File: src/rtl/ram8_arbiter.sv
// ram8_arbiter: two-requester round-robin arbiter and zero-fill initialiser for an 8 x WIDTH register RAM.
// Ports: clk, reset (async, active-high), clear (zero-fill request); per requester N: reqN/weN/addrN/wdataN in,
//        ackN/rdataN out; busy during fill; ram_in/ram_load/ram_address drive the RAM, ram_out is its read port.
// Latency: grant in the first eligible cycle, ack and read data one cycle later; requests wait while busy.
module ram8_arbiter #(
  parameter int WIDTH = 16
) (
  input  logic             clk,
  input  logic             reset,
  input  logic             clear,
  input  logic             req0,
  input  logic             we0,
  input  logic [2:0]       addr0,
  input  logic [WIDTH-1:0] wdata0,
  input  logic             req1,
  input  logic             we1,
  input  logic [2:0]       addr1,
  input  logic [WIDTH-1:0] wdata1,
  output logic             ack0,
  output logic [WIDTH-1:0] rdata0,
  output logic             ack1,
  output logic [WIDTH-1:0] rdata1,
  output logic             busy,
  output logic [WIDTH-1:0] ram_in,
  output logic             ram_load,
  output logic [2:0]       ram_address,
  input  logic [WIDTH-1:0] ram_out
);

  localparam logic [0:0] ST_INIT = 1'b0;
  localparam logic [0:0] ST_RUN  = 1'b1;

  logic [0:0] state;
  logic [2:0] cnt;
  logic       last;     // previous winner; the other requester wins a tie
  logic       run_ok;
  logic       elig0;
  logic       elig1;
  logic       grant0;
  logic       grant1;

  assign busy   = (state == ST_INIT);
  // A clear sampled in RUN starts the fill and suppresses any grant in that cycle.
  assign run_ok = (state == ST_RUN) && !clear;

  // The ack cycle masks the request that is still held (or already replaced)
  // by the requester, so each requester gets at most one grant per two cycles.
  assign elig0  = req0 && !ack0;
  assign elig1  = req1 && !ack1;

  assign grant0 = run_ok && elig0 && (!elig1 || last);
  assign grant1 = run_ok && elig1 && (!elig0 || !last);

  // RAM port mux: fill counter during INIT, otherwise the winner (or idle zeros).
  always_comb begin
    ram_load    = 1'b0;
    ram_address = 3'd0;
    ram_in      = '0;
    if (state == ST_INIT) begin
      ram_load    = 1'b1;
      ram_address = cnt;
    end else if (grant0) begin
      ram_load    = we0;
      ram_address = addr0;
      ram_in      = wdata0;
    end else if (grant1) begin
      ram_load    = we1;
      ram_address = addr1;
      ram_in      = wdata1;
    end
  end

  always_ff @(posedge clk or posedge reset) begin
    if (reset) begin
      state  <= ST_INIT;
      cnt    <= 3'd0;
      last   <= 1'b1;
      ack0   <= 1'b0;
      ack1   <= 1'b0;
      rdata0 <= '0;
      rdata1 <= '0;
    end else begin
      ack0 <= grant0;
      ack1 <= grant1;

      if (grant0) begin
        last <= 1'b0;
      end else if (grant1) begin
        last <= 1'b1;
      end

      // ram_out is the combinational read of the granted address; a write
      // grant leaves the requester's read data untouched.
      if (grant0 && !we0) begin
        rdata0 <= ram_out;
      end
      if (grant1 && !we1) begin
        rdata1 <= ram_out;
      end

      if (state == ST_INIT) begin
        cnt <= cnt + 3'd1;
        if (cnt == 3'd7) begin
          state <= ST_RUN;
        end
      end else if (clear) begin
        state <= ST_INIT;
        cnt   <= 3'd0;
      end
    end
  end

endmodule

File: config.mk
export PLATFORM = sky130hd
export DESIGN_NAME = ram8_arbiter
export DESIGN_NICKNAME = d
export VERILOG_FILES = /design/src/rtl/ram8_arbiter.sv
export SDC_FILE = /design/constraint.sdc
export NUM_CORES = 1
export LEC_CHECK = 0
export BUFFER_PORTS_ARGS = -buffer_cell sky130_fd_sc_hd__buf_2
export CAP_MARGIN = 20
export CORE_ASPECT_RATIO = 0.5
export CORE_MARGIN = 2
export CORE_UTILIZATION = 40
export CTS_CLUSTER_SIZE = 14
export DETAILED_ROUTE_END_ITERATION = 8
export GPL_TIMING_DRIVEN = 0
export PLACE_DENSITY = 0.76
export SLEW_MARGIN = 5
export SYNTH_ARGS = -nofsm -noshare
export SYNTH_HDL_FRONTEND = slang
export SYNTH_SLANG_ARGS = --single-unit
File: constraint.sdc
create_clock -name clk -period 2 [get_ports clk]
set_clock_uncertainty 0.15 [all_clocks]
set_input_delay 0.3 -clock clk [delete_from_list [all_inputs] [get_ports clk]]
set_output_delay 0.3 -clock clk [all_outputs]
set_load 0.05 [all_outputs]
# After elaboration in Yosys (flattened, before gate mapping)
# Cells that the tools add are included.
totals:
  out_inout_bits: 55
  reg_bits: 39
op_classes:
  reduce_logical: 20
  bitwise_logic: 1
  addsub: 1
  mux: 16
  eq_ne: 2
op_table:
  columns: ["operator", "count"]
  rows:
  - ["16-bit two-way mux", 3]
  - ["3-bit two-way mux", 5]
  - ["1-bit logical AND", 9]
  - ["1-bit zero test", 8]
  - ["1-bit two-way mux", 8]
  - ["3-bit by 1-bit adder with 3-bit output, second input constant", 1]
  - ["3-bit == test, second input constant", 1]
  - ["1-bit logical OR", 2]
  - ["2-bit != test, second input constant", 1]
  - ["2-bit nonzero test", 1]
  - ["1-bit inverter", 1]

# Longest topological paths before layout
# Gate-level depths: netlist (run 1).
depth:
  ltp_word: 8
  mapped_depth: 5
  mapped_depth_nobuf: 4

# Worst setup path before layout (run 1)
# OpenSTA, ideal clock, no wires.
synth_timing:
  kind: "register to output"
  startpoint: "reg ack0"
  endpoint: "out ram_address[1]"
  path_buffers: 1
  arrival_time_ns: 1.814
  path_slack_ns: -0.264
  stages_incl_launch_ff: 5
  path_cell_list: "dfrtp_1 nand4bb_4 nor2_1 clkbuf_1 a221o_1"
synth_via:
  elab_chain_cells: 8
synth_lines:
  columns: ["element", "line", "text"]
  rows:
  - ["start, declared", "19", "output logic ack0,"]
  - ["start signal, assigned", "83", "ack0 <= grant0;"]
  - ["1-bit zero test (*)", "48", "assign elig0 = req0 && !ack0;"]
  - ["1-bit logical AND (*)", "48", null]
  - ["1-bit zero test", "52", "assign grant1 = run_ok && elig1 && (!elig0 || !last);"]
  - ["1-bit logical OR", "52", null]
  - ["1-bit logical AND", "52", null]
  - ["3-bit two-way mux", "66", "end else if (grant1) begin"]
  - ["3-bit two-way mux (*)", "62", "end else if (grant0) begin"]
  - ["3-bit two-way mux (*)", "59", "if (state == ST_INIT) begin"]
  - ["end, declared", "26", "output logic [2:0] ram_address,"]
# Every way passes the cells marked *; elsewhere a longest branch is shown, timed or not.

# Final worst setup path (run 1)
layout_timing:
  startpoint: "reg last"
  endpoint: "out ram_address[1]"
layout_via:
  elab_chain_cells: 6
layout_lines:
  columns: ["element", "line", "text"]
  rows:
  - ["start, declared", "35", "logic last;"]
  - ["start signal, assigned", "77", "last <= 1'b1;"]
  - ["start signal, assigned", "87", "last <= 1'b0;"]
  - ["start signal, assigned", "89", "last <= 1'b1;"]
  - ["1-bit zero test", "52", null]
  - ["1-bit logical OR", "52", null]
  - ["1-bit logical AND", "52", null]
  - ["3-bit two-way mux", "66", null]
  - ["3-bit two-way mux (*)", "62", null]
  - ["3-bit two-way mux (*)", "59", null]
# Marked as above.

==> impl_results.md, run 1 <==
- Worst hold-check slack: 0.02325 ns
- Number of buffers inserted during clock tree synthesis: 5
- Peak supply drop: 0.0006879 V
- Slew margin rel.: 0.4594
- Mean number of vias per cell: 4.997
- Global router's overall resource usage: 0.1819
- Maximum buffer depth of the clock tree: 2
- Post-layout minimum cycle time: 2.221 ns
- Critical R2R Capture: rdata1[11]$_DFFE_PP0P_
- TritonCTS clock tree: done
- P&R area growth vs syn: 63.79%
- Critical Path End Type: output port
- Total count of max-transition violations in the final report: 0
- Gpl congestion: 0.7277
- Commonest cells after routing, fill and taps aside: buf_2 (96), dfrtp_1 (36), mux2_2 (26)
- Required time of the worst setup path: 1.55 ns
- Worst min-delay path category: in2async
- Share of layout cells above drive strength 1: 0.7969
- Net Count, Synth: 187
- Portion of the post-synthesis area used by sequential elements: 0.5386
- Number of failing hold endpoints at the final stage: 0
- Clk_lat worst skew: 0.28 ns
- Number of I/O port buffers: 115
- Signal arrival time at the worst endpoint: 1.77 ns
- Y dimension of the die: 51.62 um
- Setup WS post-layout: -0.2210 ns
- Number of global-route vias before repair: 1497
- Leading cell type in the layout, fill and taps excluded: buf_2
- Die area: 0.005123 mm^2
- Transition time at the pin with the least slew margin: 0.8098 ns
- Achievable clock frequency: 450.3 MHz
- DRC marker count from the first detailed-route iteration: 51
- Number of distinct library cells after synthesis: 25
- # setup viols final: 20
- Initial cell density of the core: 0.4140
- Average routed wire per standard cell: 16.02 um
- Util after Layout: 0.6782
- Main flop type after synthesis: dfrtp_1
- Global-route congestion overflow total: 0
- Core area: 0.004382 mm^2
- Post-layout power: 4.644 mW
- Post-layout instance count excluding filler cells: 318
- Routed Antenna Nets: 0
- Total Wirelength: 5093 um
- Number of remaining DRC errors: 0
- Wire length of the first global-routing pass: 7238 um
- Rows: 17
- EDFF count, synth: 0
- Share of the clock period used by the worst path: 1.110
- Half-perimeter wire length of the detailed placement result: 3484 um
- Count of antenna diodes in the layout: 0
- Pre-CTS worst setup slack: -0.1241 ns
- Class of the most critical setup path: reg2out
- Power per cell area: 1563 mW/mm^2
- Clock-pin slew on the worst setup and hold paths: 0.08 ns
- Die W: 99.24 um
- Synth warnings: 0
- # IOs: 116
- Mean instance size in the synthesized netlist: 14.63 um^2
- Share of synthesized flip-flops with an asynchronous set or reset: 1.000
- Static leakage power: 1.562 nW
- Layout Nets: 323
- Largest fanout on the critical path: 5
- Violations in the final reports: setup timing
- Max-cap check violation count: 0
- Reg-to-Reg Start: last$_DFFE_PP1P_
- CTS sink count: 39
- Pin count of the biggest net entering global routing: 40
- Hold-fix buffer count after cts: 0
- Synth Register Bits: 39
- Placed cells: 296
- R2R Setup Slk: 0.01 ns
- Pre-antenna DRT Iters: 4
- Detailed-route via count: 1589
- Number of H-tree levels: 2
- Cells after Synth: 124
- Buffer cell driving the clock tree root: clkbuf_8
- Worst setup SP type: flip-flop
- Number of antenna violations at the first check in global routing: 0
- Run status: complete, but fails checks
- Logic depth of the worst register-to-register path: 7
- Setup repair after global routing missed its margin: yes
- Cell Area, Synth: 0.001814 mm^2
state kept, by name, summed over array words and instances, names as in the netlist:
signal  flops
rdata0     16
ack0        1
ack1        1
rdata1     16
cnt         3
state       1
last        1
metal layers:
metal | track usage | share of wire | routed length (um) | vias to the layer above
li1 | - | - | - | 740
met1 | 0.2180 | 0.39 | 1991 | 788
met2 | 0.3401 | 0.55 | 2815 | 57
met3 | 0.03763 | 0.050 | 257 | 4
met4 | 0.04795 | 0.0057 | 29 | 0
met5 | 0 | 0 | 0 | -
final cells by class:
class | count | area, um^2
timing repair buffer | 131 | 864.6
buffer | 5 | 60.06
tap | 57 | 71.32
clock inverter | 2 | 35.03
inverter | 3 | 11.26
clock buffer | 6 | 82.58
fill | 324 | 1410
multi-input combinational | 75 | 867.1
sequential | 39 | 979.7
cell families (layout without fill, tap and decap cells):
kind of cell    count (synthesis)  count (layout)  synth area share
fa+ha+maj                       2               2           0.01379
buf+inv                        10             147           0.03655
flops                          39              39            0.5386
simple gates                   15              15           0.09241
compound gates                 26              26            0.1200
mux                            32              32            0.1986
where the power goes:
| group | total (mW) | switching, mW | internal [mW] | leakage, nW |
|---|---|---|---|---|
| logic | 2.66 | 1.76 | 0.900 | 1.00 |
| clock network | 0.677 | 0.273 | 0.404 | 0.0612 |
| registers | 1.30 | 0.182 | 1.12 | 0.497 |
| total | 4.64 | 2.22 | 2.42 | 1.56 |
what timing repair did:
action / in CTS / in global routing
pin swaps: 5 / 10
setup endpoints to repair: 20 / 38
gates resized for setup: 61 / 14
gates cloned: 1 / 0
endpoints found under the hold margin: 0 / 0
buffers inserted: 4 / 11
metrics by stage:
step,area (um^2),setup TNS (ns)
floorplan,1849,-0.1347
global placement,2496,-0.7190
detailed placement,2496,-1.261
CTS,2845,-3.845
global route,2972,-4.808
finish,2972,-3.525
cells in the mapped netlist (3+ instances only):
cell type  number  area share
dfrtp_1        38        0.52
inv_1           3      0.0062
o21ai_0         3      0.0083
a221o_1         3       0.017
mux2_2         32        0.20
a22o_1         17       0.082
critical path, cell delays in order, from the launching register on:
cell	delay, ns
dfstp_2	0.56
and3b_2	0.23
nor2_4	0.06
buf_6	0.13
a221o_2	0.36
buf_8	0.16
how the worst max path moves through the flow:
stage	startpoint	endpoint	cells after the start
floorplan	ack0$_DFF_PP0_	ram_in[10]	4
global placement	last$_DFFE_PP1P_	ram_address[1]	5
detailed placement	clear	ram_in[9]	6
CTS	last$_DFFE_PP1P_	ram_address[2]	5
global route	state$_DFF_PP0_	ram_in[8]	6
finish	last$_DFFE_PP1P_	ram_address[1]	5
No activity file was read; power rests on OpenSTA's default activity.
==> run 2, diff against run 1 <==
Settings changed: CORE_MARGIN 2 to 5.
==> run 2 against run 1 <==
  * The run still ends with setup timing left
  * Power is 4.6% lower
  * Sequential power hardly changed
  * Sequential cell count stayed put
  * First-iteration DRC count is 5.9% lower
  * Clock power is 25% lower
  * Register-to-register slack better by 0.02 ns
  * Core utilization is 1.7 points lower
  * Clock-buffer cell count is 1 lower
  * Routed wire length is 2.6% higher
==> impl_results.md, run 2 (same netlist as run 1, synthesis figures left out) <==
- Number of fill cells in the layout: 339
- Mean number of vias per cell: 4.953
- # IOs: 116
- Total Wirelength: 5225 um
- Rows: 17
- Setup WS post-layout: -0.2107 ns
- Transition time at the pin with the least slew margin: 0.8057 ns
- Commonest cells after routing, fill and taps aside: buf_2 (95), dfrtp_1 (36), mux2_2 (32)
- Class of the most critical setup path: reg2out
- Registers with the most flip-flops: rdata0 (16), rdata1 (16), cnt (3)
- Power per cell area: 1531 mW/mm^2
- Global router's overall resource usage: 0.1633
- Slew margin rel.: 0.4621
- Global-route congestion overflow total: 0
- Detailed-route via count: 1565
- Half-perimeter wire length of the detailed placement result: 3845 um
- Number of global-route vias before repair: 1726
- Leading cell type in the layout, fill and taps excluded: buf_2
- Die area: 0.006064 mm^2
- Required time of the worst setup path: 1.55 ns
- Count of antenna diodes in the layout: 0
- Max-cap check violation count: 0
- Number of remaining DRC errors: 0
- Worst min-delay path category: in2async
- Number of buffers inserted during clock tree synthesis: 5
- Share of layout cells above drive strength 1: 0.7954
- Run status: complete, but fails checks
- Worst setup SP type: flip-flop
- Largest fanout on the critical path: 10
- P&R area growth vs syn: 59.59%
- Critical Path End Type: output port
- Signal arrival time at the worst endpoint: 1.76 ns
- Total count of max-transition violations in the final report: 0
- Layout Nets: 321
- Y dimension of the die: 57.62 um
- Clk_lat worst skew: 0.28 ns
- Sequential cell area in the final layout: 979.7 um^2
- Util after Layout: 0.6608
- Number of failing hold endpoints at the final stage: 0
- Die W: 105.2 um
- Pin count of the biggest net entering global routing: 40
- # setup viols final: 20
- Gpl congestion: 0.7890
- Static leakage power: 1.515 nW
- CTS sink count: 39
- Violations in the final reports: setup timing
- Routed Antenna Nets: 0
- Peak supply drop: 0.0008591 V
- Setup repair after global routing missed its margin: yes
- Multi-input gate area: 829.5 um^2
- Post-layout minimum cycle time: 2.211 ns
- Clock-pin slew on the worst setup and hold paths: 0.08 ns
- Buffer cell driving the clock tree root: clkbuf_8
- Core area: 0.004382 mm^2
- Pre-antenna DRT Iters: 4
- Average routed wire per standard cell: 16.53 um
- Post-layout power: 4.432 mW
- Initial cell density of the core: 0.4140
- Maximum buffer depth of the clock tree: 2
- Number of antenna violations at the first check in global routing: 0
- Wire length of the first global-routing pass: 8059 um
- DRC marker count from the first detailed-route iteration: 48
- TritonCTS clock tree: done
- Share of the clock period used by the worst path: 1.105
- Number of H-tree levels: 2
- Number of I/O port buffers: 115
- Achievable clock frequency: 452.3 MHz
[run 2: cell count changes in the layout (fill, tap and decap cells not counted), sizes merged]
cell / change
buf: -3
clkinv: +2
bufinv: -1
[run 2: what timing repair did]
action / in CTS / in global routing
setup buffers: 3 / 8
hold buffers: 0 / 0
pin swaps: 7 / 7
resized for setup: 48 / 14
endpoints found under the setup margin: 20 / 40
cloned: 1 / 0
[run 2: cell type report]
cell class / count / share of cell area
plain buffers: 7 / 0.03068
clock buffers: 5 / 0.02377
clock inverters: 3 / 0.005186
inverters: 3 / 0.003889
multi-input cells: 75 / 0.2865
flip-flops and latches: 39 / 0.3384
well taps: 57 / 0.02463
repair buffers: 127 / 0.2869
[run 2: stage by stage]
step | instance area (um^2) | hold slack [ns] | TNS, ns | worst slack [ns] | instances
after floorplan | 1849 | 0.3016 | -0.1347 | -0.01497 | 124
after global placement | 2496 | 0.3367 | -0.9541 | -0.09068 | 296
after detailed placement | 2496 | 0.3402 | -1.257 | -0.1207 | 296
after CTS | 2756 | 0.04019 | -2.804 | -0.1932 | 308
after global routing | 2895 | 0.07612 | -3.646 | -0.2762 | 316
final | 2895 | 0.01658 | -2.249 | -0.2107 | 316
[run 2: report_power, final]
group / switching, mW / internal, mW / total, mW / leakage, nW
sequential: 0.170 / 1.12 / 1.29 / 0.497
combinational: 1.77 / 0.868 / 2.64 / 0.970
clock: 0.268 / 0.239 / 0.507 / 0.0477
[run 2: path summary, 6_finish.rpt]
kind,start,to,slack [ns],cells past startpoint
max in group asynchronous,reset,ack0$_DFF_PP0_,1.13,2
worst min-delay path,reset,rdata1[14]$_DFFE_PP0P_,0.02,2
worst min register to register,rdata0[3]$_DFFE_PP0P_,rdata0[3]$_DFFE_PP0P_,0.36,1
worst max register to register,ack1$_DFF_PP0_,rdata1[6]$_DFFE_PP0P_,0.03,6
min in group clk,ram_out[15],rdata0[15]$_DFFE_PP0P_,0.11,2
worst max-delay path,last$_DFFE_PP1P_,ram_address[2],-0.21,6
[run 2: metal layers]
layer / share of wire / GRT usage / up-vias
li1: - / - / 737
met1: 0.36 / 0.1651 / 768
met2: 0.58 / 0.3333 / 55
met3: 0.059 / 0.03782 / 5
met4: 0.0054 / 0.05282 / 0
met5: 0 / 0 / -
[run 2: worst max-delay path, cell delays in order (launching register included)]
cell     delay, ns
dfstp_2       0.38
buf_4         0.13
nor3b_4       0.26
nor2_4        0.07
buf_8         0.14
a221o_2       0.35
buf_8         0.16
==> run 3, diff against run 2 <==
Settings changed: TNS_END_PERCENT set to 5.
Clock period 2 ns to 2.3 ns, I/O delays scaled along.
==> run 3 against run 2 <==
  * The flow now finishes without violations
  * Core utilization fell by 5.0 points
  * Via count fell by 2.7%
  * Global-route usage fell by 0.11 points
  * Hold slack improved by 0.049 ns
  * Combinational power fell by 17%
  * Worst setup slack improved by 0.28 ns
  * First-iteration DRC count rose by 40%
  * Sequential power fell by 13%
  * Clock-buffer cell count rose by 1
  * Critical path type unchanged
  * Critical path depth did not move
  * Final cell count fell by 2.5%
==> impl_results.md, run 3 (same netlist as run 1, synthesis figures left out) <==
- Total count of max-transition violations in the final report: 0
- Pre-antenna DRT Iters: 4
- Average routed wire per standard cell: 16.48 um
- Number of global-route vias before repair: 1659
- Run status: completed
- Y dimension of the die: 57.62 um
- Transition time at the pin with the least slew margin: 0.8069 ns
- Largest fanout on the critical path: 10
- Post-layout power: 3.768 mW
- Number of buffers inserted during clock tree synthesis: 5
- Commonest cells after routing, fill and taps aside: buf_2 (96), dfrtp_1 (37), mux2_2 (32)
- Multi-input gate area: 782.0 um^2
- Post-layout instance count excluding filler cells: 308
- Reg-to-Reg Start: ack0$_DFF_PP0_
- Placed cells: 296
- Detailed-route via count: 1522
- Power per cell area: 1407 mW/mm^2
- Cell area after layout: 0.002678 mm^2
- Half-perimeter wire length of the detailed placement result: 3869 um
- Number of H-tree levels: 2
- # IOs: 116
- DRC marker count from the first detailed-route iteration: 67
- Setup WS post-layout: 0.07420 ns
- Class of the most critical setup path: reg2out
- Internal power of the cells: 1.891 mW
- Global-route congestion overflow total: 0
- R2R Setup Slk: 0.19 ns
- Pin count of the biggest net entering global routing: 40
- Global router's overall resource usage: 0.1621
- Static leakage power: 1.429 nW
- CTS sink count: 39
- Required time of the worst setup path: 1.80 ns
- Wire length of the first global-routing pass: 8052 um
- Post-layout minimum cycle time: 2.226 ns
- Die area: 0.006064 mm^2
- Layout Nets: 314
- Number of fill cells in the layout: 375
- Max-cap check violation count: 0
- Share of layout cells above drive strength 1: 0.7052
- Clock-pin slew on the worst setup and hold paths: 0.07 ns
- Count of antenna diodes in the layout: 0
- Setup repair after global routing missed its margin: yes
- Die W: 105.2 um
- Number of failing hold endpoints at the final stage: 0
- TritonCTS clock tree: done
- Power share of the sequential group: 0.297
- Critical path startpoint: state$_DFF_PP0_
- Number of antenna violations at the first check in global routing: 0
- Util after Layout: 0.6111
- Logic depth of the worst register-to-register path: 6
- Initial cell density of the core: 0.4140
- Achievable clock frequency: 449.3 MHz
- Sequential cell area in the final layout: 978.4 um^2
- Gpl congestion: 0.8247
- Rows: 17
- Routed Antenna Nets: 0
- # setup viols final: 0
- Buffer cell driving the clock tree root: clkbuf_8
- Clk_lat worst skew: 0.28 ns
- Placed standard-cell area: 0.002462 mm^2
- Worst setup SP type: flip-flop
- Worst min-delay path category: in2async
- Total Wirelength: 5076 um
- Total Negative Setup Slacks: 0 ns
- Core area: 0.004382 mm^2
- Mean number of vias per cell: 4.942
- Number of remaining DRC errors: 0
- Maximum buffer depth of the clock tree: 2
- Termination of the worst setup path: ram_in[14]
- Worst hold-check slack: 0.06562 ns
- Peak supply drop: 0.0008074 V
- Critical Path End Type: output port
- Registers with the most flip-flops: rdata0 (16), rdata1 (16), cnt (3)
- Sw power: 1.876 mW
- Switching Share: 0.4980
- Critical R2R Capture: rdata1[2]$_DFFE_PP0P_
- Signal arrival time at the worst endpoint: 1.73 ns
- Clock network fraction of design power: 0.121
- Pre-CTS worst setup slack: 0.08109 ns
- P&R area growth vs syn: 47.59%
- Slew margin rel.: 0.4613
- Leading cell type in the layout, fill and taps excluded: buf_2
- Number of I/O port buffers: 115
- Share of the clock period used by the worst path: 0.9677
- Portion of total power attributed to combinational logic: 0.582
## run 3: worst min-delay path by stage
stage                     slack (ns)                endpoint
after floorplan                 0.33      cnt[0]$_DFFE_PP0P_
after global placement          0.34  rdata0[15]$_DFFE_PP0P_
after detailed placement        0.34   rdata1[9]$_DFFE_PP0P_
after CTS                       0.08  rdata0[15]$_DFFE_PP0P_
after global routing            0.14  rdata1[15]$_DFFE_PP0P_
final                           0.07  rdata1[14]$_DFFE_PP0P_
## run 3: routing by layer
layer / vias to the layer above / track usage / routed length [um]
li1: 719 / - / -
met1: 736 / 0.1766 / 1905
met4: 0 / 0.05829 / 58
met2: 58 / 0.3040 / 2795
met3: 9 / 0.04783 / 317
met5: - / 0 / 0
## run 3: final cells by class
| type | count | share of cell area |
|---|---|---|
| Buffer | 7 | 0.02664 |
| Clock buffer | 6 | 0.03084 |
| Clock inverter | 1 | 0.001869 |
| Inverter | 3 | 0.004206 |
| Multi-Input combinational cell | 75 | 0.2921 |
| Sequential cell | 39 | 0.3654 |
| Tap cell | 57 | 0.02664 |
| Timing Repair Buffer | 120 | 0.2523 |
## run 3: what timing repair did
item                                    in CTS  in global routing
pin swaps                                    2                  1
setup buffers                                4                  1
endpoints found under the hold margin        0                  0
hold buffers                                 0                  0
endpoints found under the setup margin      19                 20
gates resized for setup                     16                 24
## run 3: worst max-delay path, stage by stage, from the launching register on
cell	delay [ns]
dfrtp_1	0.41
buf_6	0.16
nand4bb_4	0.14
nor2_2	0.16
clkbuf_4	0.22
a22o_1	0.16
buf_4	0.19
## run 3: power by group through the flow
| stage | registers (mW) | logic [mW] | clock network (mW) |
|---|---|---|---|
| final | 1.12 | 2.19 | 0.456 |
| after global placement | 1.12 | 2.04 | 0 |
| after global routing | 1.16 | 2.29 | 0.508 |
| after detailed placement | 1.13 | 2.07 | 0 |
| after floorplan | 1.97 | 0.742 | 0 |
| after CTS | 1.12 | 2.15 | 0.471 |
